===== src/rtl/regfile_wport_arbiter_pkg.sv =====
// Shared types and constants for the register-file write-port arbiter.
// The FSM, the write mux and the pending scoreboard all import this package.
package regfile_wport_arbiter_pkg;

    localparam int ADDR_W      = 5;
    localparam int NREGS       = 1 << ADDR_W;
    localparam int RF_ADDR_PAD = 27;

    localparam logic [ADDR_W-1:0] REG_ZERO = 5'd0;

    typedef enum logic [1:0] {
        IDLE,
        WAIT,
        FORCE
    } arb_state_t;

endpackage


===== src/rtl/regfile_wport_arbiter_sb.sv =====
// Pending-destination scoreboard: one bit per register still owed by the LU.
// A set and a clear of the same register in one cycle leave the bit set.
module reg_pending_sb
    import regfile_wport_arbiter_pkg::*;
(
    input  logic              clk,
    input  logic              rst,
    input  logic              set_en,
    input  logic [ADDR_W-1:0] set_addr,
    input  logic              clr_en,
    input  logic [ADDR_W-1:0] clr_addr,
    input  logic [ADDR_W-1:0] rs_addr,
    input  logic [ADDR_W-1:0] rt_addr,
    output logic [NREGS-1:0]  pending,
    output logic              hit_rs,
    output logic              hit_rt
);

    logic [NREGS-1:0] set_mask;
    logic [NREGS-1:0] clr_mask;

    // $0 is never owed, so an issue to it must not mark anything.
    always_comb begin
        set_mask = '0;
        clr_mask = '0;
        if (set_en && set_addr != REG_ZERO) begin
            set_mask[set_addr] = 1'b1;
        end
        if (clr_en) begin
            clr_mask[clr_addr] = 1'b1;
        end
    end

    always_ff @(posedge clk) begin
        if (rst) begin
            pending <= '0;
        end else begin
            pending <= (pending & ~clr_mask) | set_mask;
        end
    end

    assign hit_rs = pending[rs_addr] && (rs_addr != REG_ZERO);
    assign hit_rt = pending[rt_addr] && (rt_addr != REG_ZERO);

endmodule


===== src/rtl/regfile_wport_arbiter.sv =====
// Shares the single regfile write port between WB (priority) and the LU,
// forcing an LU grant after MAX_WAIT denied cycles by stalling WB once.
module regfile_wport_arbiter #(
    parameter int MAX_WAIT = 4,
    parameter int ADDR_W   = 5
) (
    input  logic              clk,
    input  logic              rst,
    input  logic              wb_we,
    input  logic [ADDR_W-1:0] wb_waddr,
    input  logic [31:0]       wb_wdata,
    output logic              wb_stall,
    input  logic              lu_issue,
    input  logic [ADDR_W-1:0] lu_issue_addr,
    input  logic              lu_valid,
    input  logic [ADDR_W-1:0] lu_waddr,
    input  logic [31:0]       lu_wdata,
    output logic              lu_ready,
    input  logic [ADDR_W-1:0] rs_addr,
    input  logic [ADDR_W-1:0] rt_addr,
    output logic              hazard_rs,
    output logic              hazard_rt,
    output logic              rf_we,
    output logic [31:0]       rf_waddr,
    output logic [31:0]       rf_wdata,
    output logic [31:0]       pending
);

    import regfile_wport_arbiter_pkg::*;

    arb_state_t        state;
    arb_state_t        state_nxt;
    logic [3:0]        wait_cnt;
    logic [3:0]        wait_nxt;
    logic              sel_lu;
    logic              sel_valid;
    logic [ADDR_W-1:0] sel_addr;
    logic              hit_rs;
    logic              hit_rt;

    always_ff @(posedge clk) begin
        if (rst) begin
            state    <= IDLE;
            wait_cnt <= '0;
        end else begin
            state    <= state_nxt;
            wait_cnt <= wait_nxt;
        end
    end

    // Grants are combinational so the regfile commits on the same edge.
    always_comb begin
        state_nxt = state;
        wait_nxt  = wait_cnt;
        wb_stall  = 1'b0;
        lu_ready  = 1'b0;
        sel_lu    = 1'b0;
        sel_valid = 1'b0;
        if (!rst) begin
            case (state)
                FORCE: begin
                    wb_stall  = 1'b1;
                    lu_ready  = 1'b1;
                    sel_lu    = 1'b1;
                    sel_valid = lu_valid;
                    state_nxt = IDLE;
                    wait_nxt  = '0;
                end
                default: begin
                    state_nxt = IDLE;
                    wait_nxt  = '0;
                    if (wb_we) begin
                        sel_valid = 1'b1;
                        if (lu_valid) begin
                            wait_nxt  = wait_cnt + 4'd1;
                            state_nxt = (wait_nxt == 4'(MAX_WAIT)) ? FORCE : WAIT;
                        end
                    end else if (lu_valid) begin
                        lu_ready  = 1'b1;
                        sel_lu    = 1'b1;
                        sel_valid = 1'b1;
                    end
                end
            endcase
        end
    end

    assign sel_addr = sel_lu ? lu_waddr : wb_waddr;
    assign rf_we    = sel_valid && (sel_addr != REG_ZERO);
    assign rf_waddr = {{RF_ADDR_PAD{1'b0}}, sel_addr};
    assign rf_wdata = sel_lu ? lu_wdata : wb_wdata;

    reg_pending_sb u_sb (
        .clk      (clk),
        .rst      (rst),
        .set_en   (lu_issue),
        .set_addr (lu_issue_addr),
        .clr_en   (lu_valid && lu_ready),
        .clr_addr (lu_waddr),
        .rs_addr  (rs_addr),
        .rt_addr  (rt_addr),
        .pending  (pending),
        .hit_rs   (hit_rs),
        .hit_rt   (hit_rt)
    );

    assign hazard_rs = !rst && hit_rs;
    assign hazard_rt = !rst && hit_rt;

endmodule


===== config.mk =====
export PLATFORM = sky130hd
export DESIGN_NAME = regfile_wport_arbiter
export DESIGN_NICKNAME = d
export VERILOG_FILES = /design/src/rtl/regfile_wport_arbiter_pkg.sv /design/src/rtl/regfile_wport_arbiter_sb.sv /design/src/rtl/regfile_wport_arbiter.sv
export SDC_FILE = /design/constraint.sdc
export NUM_CORES = 1
export LEC_CHECK = 0
export ABC_CLOCK_PERIOD_IN_PS = 2900
export BUFFER_PORTS_ARGS = -buffer_cell sky130_fd_sc_hd__clkbuf_2
export CAP_MARGIN = 10
export CELL_PAD_IN_SITES_DETAIL_PLACEMENT = 1
export CELL_PAD_IN_SITES_GLOBAL_PLACEMENT = 2
export CORE_MARGIN = 1
export CORE_UTILIZATION = 23
export DETAILED_ROUTE_END_ITERATION = 8
export PLACE_DENSITY_LB_ADDON = 0.08
export SYNTH_ARGS = -nofsm -noshare
export SYNTH_HDL_FRONTEND = slang
export SYNTH_HIERARCHICAL = 1
export SYNTH_SLANG_ARGS = --single-unit

===== constraint.sdc =====
create_clock -name clk -period 2.9 [get_ports clk]
set_clock_uncertainty 0.2 [all_clocks]
set_input_delay 0.58 -clock clk [delete_from_list [all_inputs] [get_ports clk]]
set_output_delay 0.58 -clock clk [all_outputs]
set_load 0.02 [all_outputs]

* Word level (Yosys, flattened, before mapping)
Index checks and enable logic that the tools add are counted.
** Word-level totals
- Output and inout bits :: 101
- Memory bits (writable) :: 0
- Latch bits :: 0
- Word-level logic and storage cells :: 54
- Memories kept :: 0
- ROM bits :: 0
- Bits in registers :: 38
- Input bits :: 94
** Operators by class
- Eq/ne operators :: 2
- Bitwise operators :: 5
- Reduce and logical (&&, ||, !) cells :: 15
- $add $sub $neg :: 1
- Shift operators :: 0
- Div/mod/pow operators :: 0
- Magnitude comparators :: 6
- Muxes and demuxes :: 22
- $mul :: 0
** Operator list (number)
- $mux 32 :: 3
- $and 32x32->32 :: 1
- $not 32->32 :: 1
- $or 32x32->32 :: 1
- $lt 5x6->1 const B :: 4
- $reduce_bool 5->1 :: 4
- $mux 1 :: 13
- $bmux 1 s5 :: 2
- $demux 1 s5 :: 2
- $ge 5x1->1 const B :: 2
- $logic_and 1x1->1 :: 9
- $mux 5 :: 1
- $add 4x1->4 const B :: 1
- $eq 4x3->1 const B :: 1
- $reduce_or 4->1 :: 1
- $eq 2x2->1 const B :: 1
- $mux 2 :: 1
- $not 1->1 :: 2
- $logic_not 1->1 :: 1

* Depth between registers and ports, before layout
Gate-level depths: netlist of the first run.
- Depth in word-level cells :: 9
- Gate-level depth with buffers :: 6

* Hierarchy
Netlist of the first run, hierarchy kept.
** By module, submodules not included
- reg_pending_sb :: area each 1868.0 um^2, seq. area each 640.6 um^2, cells each 204, times used 1
- regfile_wport_arbiter :: area each 1054.8 um^2, seq. area each 120.1 um^2, cells each 104, times used 1

* Worst setup path before layout of the first run
No wires, ideal clock.
- Path type :: input to output
- Start :: input rs_addr[0]
- End :: output hazard_rs
- Data required time :: 2.120 ns
- Buffers on the path :: 1
- Slack :: 0.220 ns
- Cell stages on the path :: 6
- Arrival time :: 1.900 ns
- Cell sequence :: buf_4 -> mux4_2 -> mux2i_1 -> a211o_1 -> o211ai_1 -> nor2b_1
** On the way
- Longest elaborated chain between the ends :: 4
- Elaborated cells between the ends (all ways) :: 5
- Classes of those cells :: 2 x mux; 3 x reduce/logical
** RTL lines
- start, declared :: line regfile_wport_arbiter.sv:19 : input logic [ADDR_W-1:0] rs_addr,
- $bmux 1 s5 :: line regfile_wport_arbiter_sb.sv:42 : assign hit_rs = pending[rs_addr] && (rs_addr != REG_ZERO);
- $mux 1 (not written as such) :: line regfile_wport_arbiter_sb.sv:42
- $logic_and 1x1->1 * :: line regfile_wport_arbiter_sb.sv:42
- via hit_rs :: line regfile_wport_arbiter.sv:38 : logic hit_rs;
- $logic_and 1x1->1 * :: line regfile_wport_arbiter.sv:107 : assign hazard_rs = !rst && hit_rs;
- end, declared :: line regfile_wport_arbiter.sv:21 : output logic hazard_rs,
The timed path passes the listed nets; every way through them passes the cells marked *. The select of a mux whose other input is x is not followed.

* Final worst setup path of the first run
Ends and elaborated chain as after synthesis.

==> metrics, run 1 <==
setup slack after layout=between 0.09 and 0.1 ns; PortBufs=about 170; area of the multi-input gates=approximately 0.0019 mm²; Main synth FF type=dfxtp_1; vias per inst=roughly 4.6; Worst Hold Class=reg2reg; Core Area=approximately 0.012 mm²; CP max-delay cell=mux4_2; Nets=around 570; CTS tree=yes; YS warnings=6; layout cell share with drive strength beyond 1=between 50% and 60%; FMAX=around 360 MHz; first-pass GRT wire length=roughly 17000 µm; post-place setup slack=-0.0258 ns; 1st-pass router iterations=4; CP Max Fanout=7; Final Hold Viols=0; Top Family by Delay on Critical Path=multiplexers; CP Capture Type=output port; initial core utilization=a little under a quarter; Skew-Pair Late Insertion Delay=roughly 0.28 ns; Std-Cell Rows=40; gr usage total=about 17%; Final Setup Violations=0; Yosys top cell area share=between 20% and 30%; post-route DRC violation count=0; crit-path cells=buf_4, mux4_2, mux2_2, nand3b_1, o211ai_1, nor2b_1, clkbuf_2; Worst EP required=2.12 ns; Setup Total Neg Slack=0 ns; Mapped Area=between 0.002 and 0.003 mm²; Routed Antenna Nets=0; CTS Root Cell=clkbuf_16; Worst-path clk slew=0.06 ns; Area after DPL=roughly 0.0038 mm²; cell taking the most area after synthesis=dfxtp_1; worst path arrival time=2.03 ns; Starting DRT DRC Count=between 100 and 150; largest cells by area after synthesis=dfxtp_1 26%, mux2_4 9.8%, mux4_2 7.7%, buf_4 7.4%, mux2_2 5.8%; Crit Path Class=in2out; Pleak=1.82 nW; Final period util=a little over nine tenths; io pins=roughly 200; sequential cell area=~760 µm²; Routed WL=~12000 µm; Synth top cells by count=38 x dfxtp_1, 36 x nand2_1, 32 x a21oi_1, 32 x o21ai_0, 29 x buf_4; post-DP HPWL=a little over 9000 µm; largest net degree at the start of global routing=39; maximum vdd ir drop=0.000234 V; startpoint types=input pin; clock buffer count from CTS=5; clk buf depth=2; number of synthesized flops with an enable pin=0; fin. max-slew vios=0; register area share after synthesis=about a quarter; initial antenna violation count=0; htree depth=2; synthesis-to-layout area growth=37.3%; WL per Instance=18.3 µm; Tmin final=2.81 ns; placed cells=approximately 630; unrepaired setup endpoints after global routing=false; CP max stage delay=slightly above 0.5 ns; relative slew slack=a little under half; final instance area=0.00401 mm²; DIE AREA=~0.013 mm²; Seq cells post-synth=38; Non-Filler Instances=around 640; DIE WIDTH=between 100 and 150 µm; Filler cells=~1500; outcome=finished clean; GRT Residual Overflow=0; GPL Wtd Cong=roughly 0.73; Bufs and invs on worst path=2; Sink Count=38; Die H=between 100 and 150 µm; count of cell types in the netlist=44; vias in the first global route=2914; maxcap violations=0; FFs w/ async S/R, synth=0%; syn avg cell area=~9.5 µm²; PwrDens=roughly 410 mW/mm²; most frequent cell after synthesis=dfxtp_1; vias post-DR=between 2000 and 3000; Slew @ Worst Pin=just over 0.8 ns; diodes inserted=0; Cells after Synth=308
## worst register-to-register path, delay by kind of cell, from the launching register on
kind | cells | cell delay (ns)
simple gates | 2 | 0.76
buf+inv | 1 | 0.15
flops | 1 | 0.30
compound gates | 3 | 0.50
## kinds of logic (layout without fill, tap and decap cells)
logic type               after synthesis  count (layout)  synth area share (%)
AND/OR/NAND/NOR                       90              90                  16.5
AO/OA/AOI/OAI                         73              73                  13.5
multiplexers                          58              58                  31.1
buffers and inverters                 45             185                  11.7
flip-flops                            38              38                  26.0
XOR/XNOR                               2               2                 0.599
adder cells (fa/ha/maj)                1               1                 0.428
other                                  1              27                 0.128
## through the flow
step	power [mW]	utilization, %	hold slack, ns
finish	1.64	32.9	0.248
global route	1.71	32.9	0.285
CTS	1.66	32.9	0.258
detailed placement	0.926	31.2	0.243
global placement	0.921	31.2	0.243
floorplan	0.802	-	0.218
## final cells by class
class / count / share of cell area [%]
Inverter: 2 / 0.187
Tap cell: 168 / 5.24
Clock inverter: 2 / 1.50
Multi-Input combinational cell: 251 / 47.8
Timing Repair Buffer: 175 / 22.9
Clock buffer: 6 / 3.46
Sequential cell: 38 / 19.0
## worst paths after layout
kind / from / end / slack (ns) / cells after the start
worst max-delay path: rs_addr[0] / hazard_rs / 0.09 / 7
worst min-delay path: wait_cnt[0] / wait_cnt[0] / 0.25 / 1
worst max register to register: state[0] / u_sb/pending[8] / 0.85 / 6
worst min register to register: wait_cnt[0] / wait_cnt[0] / 0.25 / 1
## power breakdown
part / switching, mW / internal, mW / total (mW)
logic: 0.219 / 0.158 / 0.377
registers: 0.00874 / 0.529 / 0.538
clock network: 0.211 / 0.516 / 0.728
total: 0.439 / 1.20 / 1.64
## registers in the layout, indices dropped and copies added (netlist names)
signal and cells:
wait_cnt 4, u_sb/pending 32, state 2
## placed cells by master (no fill, tap or decap), types with 2 or more instances in the layout
cell | Yosys | routed
a21oi_1 | 32 | 32
and3_1 | 2 | 2
and3b_1 | 3 | 3
buf_4 | 29 | 8
bufinv_16 | 0 | 2
clkbuf_16 | 0 | 5
clkbuf_2 | 0 | 164
conb_1 | 1 | 27
dfxtp_1 | 38 | 38
inv_1 | 2 | 2
mux2_1 | 7 | 7
mux2_2 | 15 | 15
mux2_4 | 19 | 19
mux2i_1 | 2 | 2
mux4_1 | 5 | 2
mux4_2 | 10 | 13
nand2_1 | 36 | 36
nand2b_4 | 2 | 2
nand3_1 | 5 | 5
nand3b_1 | 9 | 9
nor2_1 | 13 | 13
nor2b_1 | 4 | 4
nor3_1 | 2 | 2
nor3b_1 | 5 | 5
o21ai_0 | 32 | 32
or3b_2 | 3 | 3
## repair_timing
item                                    CTS  global route
endpoints found under the setup margin    2             2
hold buffers                              0             0
setup buffers                             0             0
resized for setup                         2             8
## per-layer routing
metal  up-vias  track usage [%]  routed length (µm)
met5         -                0                   0
met4         0             3.12                  64
met3         4             2.48                 509
met2        82             28.8                5850
met1      1490             23.6                5340
li1       1404                -                   -
(Power assumes the default switching activity.)
==> run 2: changes to the inputs <==
--- a/config.mk
+++ b/config.mk
@@ -5,13 +5,14 @@
 export SDC_FILE = /design/constraint.sdc
 export NUM_CORES = 1
 export LEC_CHECK = 0
+export ABC_AREA = 1
 export ABC_CLOCK_PERIOD_IN_PS = 2900
 export BUFFER_PORTS_ARGS = -buffer_cell sky130_fd_sc_hd__clkbuf_2
 export CAP_MARGIN = 10
 export CELL_PAD_IN_SITES_DETAIL_PLACEMENT = 1
 export CELL_PAD_IN_SITES_GLOBAL_PLACEMENT = 2
 export CORE_MARGIN = 1
-export CORE_UTILIZATION = 23
+export CORE_UTILIZATION = 20
 export DETAILED_ROUTE_END_ITERATION = 8
 export PLACE_DENSITY_LB_ADDON = 0.08
 export SYNTH_ARGS = -nofsm -noshare
==> run 2 against run 1 <==
Net effect:
- largest cell class unchanged
- via count increased by 34%
- first-iteration DRC count is 33% higher
- worst hold slack got worse by 0.0032 ns
- critical endpoint unchanged
- combinational power grew 17%
- clock power decreased by 25%
- area after synthesis rose by 10%
- sequential power is essentially flat
==> metrics, run 2 <==
CP max-delay cell=clkbuf_2; max FFs per register=32; first-pass GRT wire length=between 20000 and 25000 µm; outcome=finished clean; maxcap violations=0; part of the power in registers=about a third; Final Hold Viols=0; CP max stage delay=around 0.32 ns; largest cells by area after synthesis=nand2_1 27%, dfxtp_1 24%, nand3_1 10%, inv_1 7.2%, buf_4 7.0%; fin. max-slew vios=0; Top Registers=u_sb/pending x32, wait_cnt x4, state x2; setup slack after layout=between 0.2 and 0.25 ns; relative slew slack=between 60% and 70%; Worst EP required=between 2 and 2.5 ns; Cells after Synth=approximately 560; Tmin final=approximately 2.7 ns; Pleak=around 2.3 nW; PortBufs=about 170; CTS tree=yes; vias in the first global route=about 4000; initial core utilization=20.8%; FMAX=roughly 370 MHz; Non-Filler Instances=about 930; FFs w/ async S/R, synth=0%; synthesis-to-layout area growth=32.3%; GPL Wtd Cong=about 0.85; Setup Total Neg Slack=0 ns; post-place setup slack=0.225 ns; Worst Hold Class=reg2reg; Sink Count=38; Std-Cell Rows=between 40 and 50; startpoint types=input pin; 1st-pass router iterations=4; vias post-DR=about 4000; Skew-Pair Late Insertion Delay=0.28 ns; commonest non-fill, non-tap cells in the layout=234 x nand2_1, 167 x clkbuf_2, 64 x nand3_1; largest net degree at the start of global routing=36; Die H=roughly 130 µm; CTS Root Cell=clkbuf_16; most used cell along the critical path=nand2_1; Yosys top cell area share=a little over a quarter; cell taking the most area after synthesis=nand2_1; most frequent cell after synthesis=nand2_1; initial antenna violation count=0; Seq cells post-synth=38; clock buffer count from CTS=5; clock network power share=35.8%; diodes inserted=0; placed cells=roughly 900; Comb power frac=between 20% and 30%; PwrDens=about 360 mW/mm²; register with the most flip-flops=u_sb/pending; count of cell types in the netlist=27; Final period util=approximately 90%; Mapped Area=roughly 0.0032 mm²; Net Switching=510 µW; crit-path cells=clkbuf_2, inv_6, nand2_1, nand3_1, nand3_1, nand3_1, nand2_1, nand2_1, nand2_1, inv_1, nor2_1, clkbuf_2; Worst-path clk slew=about 0.050 ns; GRT Residual Overflow=0; Main synth FF type=dfxtp_1; Slew @ Worst Pin=around 0.59 ns; io pins=195; Switching Fraction=~33%; # resized after CTS=0; syn avg cell area=5.73 µm²; hold slack=between 0.2 and 0.25 ns; Routed WL=approximately 14000 µm; post-route DRC violation count=0; Synth top cells by count=234 x nand2_1, 64 x nand3_1, 62 x inv_1; gr usage total=between 10% and 20%; final instance area=0.00425 mm²; DIE WIDTH=approximately 130 µm; CP Capture Type=output port; vias per inst=about 4.3; Final Setup Violations=0; most common cell after layout, fill and taps aside=nand2_1; WL per Instance=14.8 µm; YS warnings=6; CP Max Fanout=17; unrepaired setup endpoints after global routing=false; worst path arrival time=~1.9 ns; clk buf depth=2; maximum vdd ir drop=between 0.00015 and 0.0002 V; Crit Path Class=in2out; hold_buf cts=0; DIE AREA=between 0.015 and 0.02 mm²; PnR Total Power=1.52 mW; hold depth=1; register area share after synthesis=a little under a quarter; Routed Antenna Nets=0; Nets=around 800; layout cell share with drive strength beyond 1=about 29%; Core Area=roughly 0.015 mm²; Area after DPL=roughly 0.004 mm²; Starting DRT DRC Count=177; post-DP HPWL=about 12000 µm; number of synthesized flops with an enable pin=0; htree depth=2; Int Power=between 1 and 1.5 mW; R2R cell count=8; Post CTS Setup Buffer Count=0; Core Util, Final=27.6%
run 2: final timing paths:
path	to	slack, ns	start
hold / removal	wait_cnt[0]	0.25	wait_cnt[0]
setup / recovery	hazard_rs	0.23	rs_addr[0]
setup reg to reg	u_sb/pending[24]	0.87	state[0]
hold reg to reg	wait_cnt[0]	0.25	wait_cnt[0]
run 2: logic make-up (layout without fill, tap and decap cells):
logic type                 count (synthesis)  after routing  share of synthesized area [%]
DFF                                       38             38                           23.7
and+or+nand+nor                          335            335                           45.5
buffers and inverters                    120            255                           19.7
AOI/OAI and AO/OA                         64             64                           10.0
adders and majority gates                  1              1                          0.389
xor gates and xnor gates                   2              2                          0.545
other                                      1             27                          0.117
run 2: critical path, delay by kind of cell:
kind / cells / cell delay, ns
buffers and inverters: 4 / 0.65
AND/OR/NAND/NOR: 8 / 0.65
run 2: per-layer routing:
| layer | share of wire (%) | track usage (%) | vias to the layer above |
|---|---|---|---|
| met5 | 0 | 0 | - |
| met4 | 0.43 | 2.49 | 0 |
| met3 | 4.1 | 1.91 | 5 |
| met2 | 50 | 30.5 | 100 |
| met1 | 46 | 21.3 | 1868 |
| li1 | - | - | 2012 |
run 2: power groups by stage:
stage | Sequential [mW] | Clock, mW | Combinational (mW)
floorplan | 0.551 | 0 | 0.301
global placement | 0.547 | 0 | 0.442
detailed placement | 0.547 | 0 | 0.446
CTS | 0.536 | 0.565 | 0.448
global route | 0.536 | 0.586 | 0.489
finish | 0.536 | 0.545 | 0.442
run 2: final cells by class:
cell class / count / area (µm²)
multi-input cells: 429 / 1920
clock inverters: 1 / 5.00
clock buffers: 7 / 143
fillers: 2102 / 11200
well taps: 211 / 264
flip-flops and latches: 38 / 761
inverters: 76 / 298
repair buffers: 171 / 866
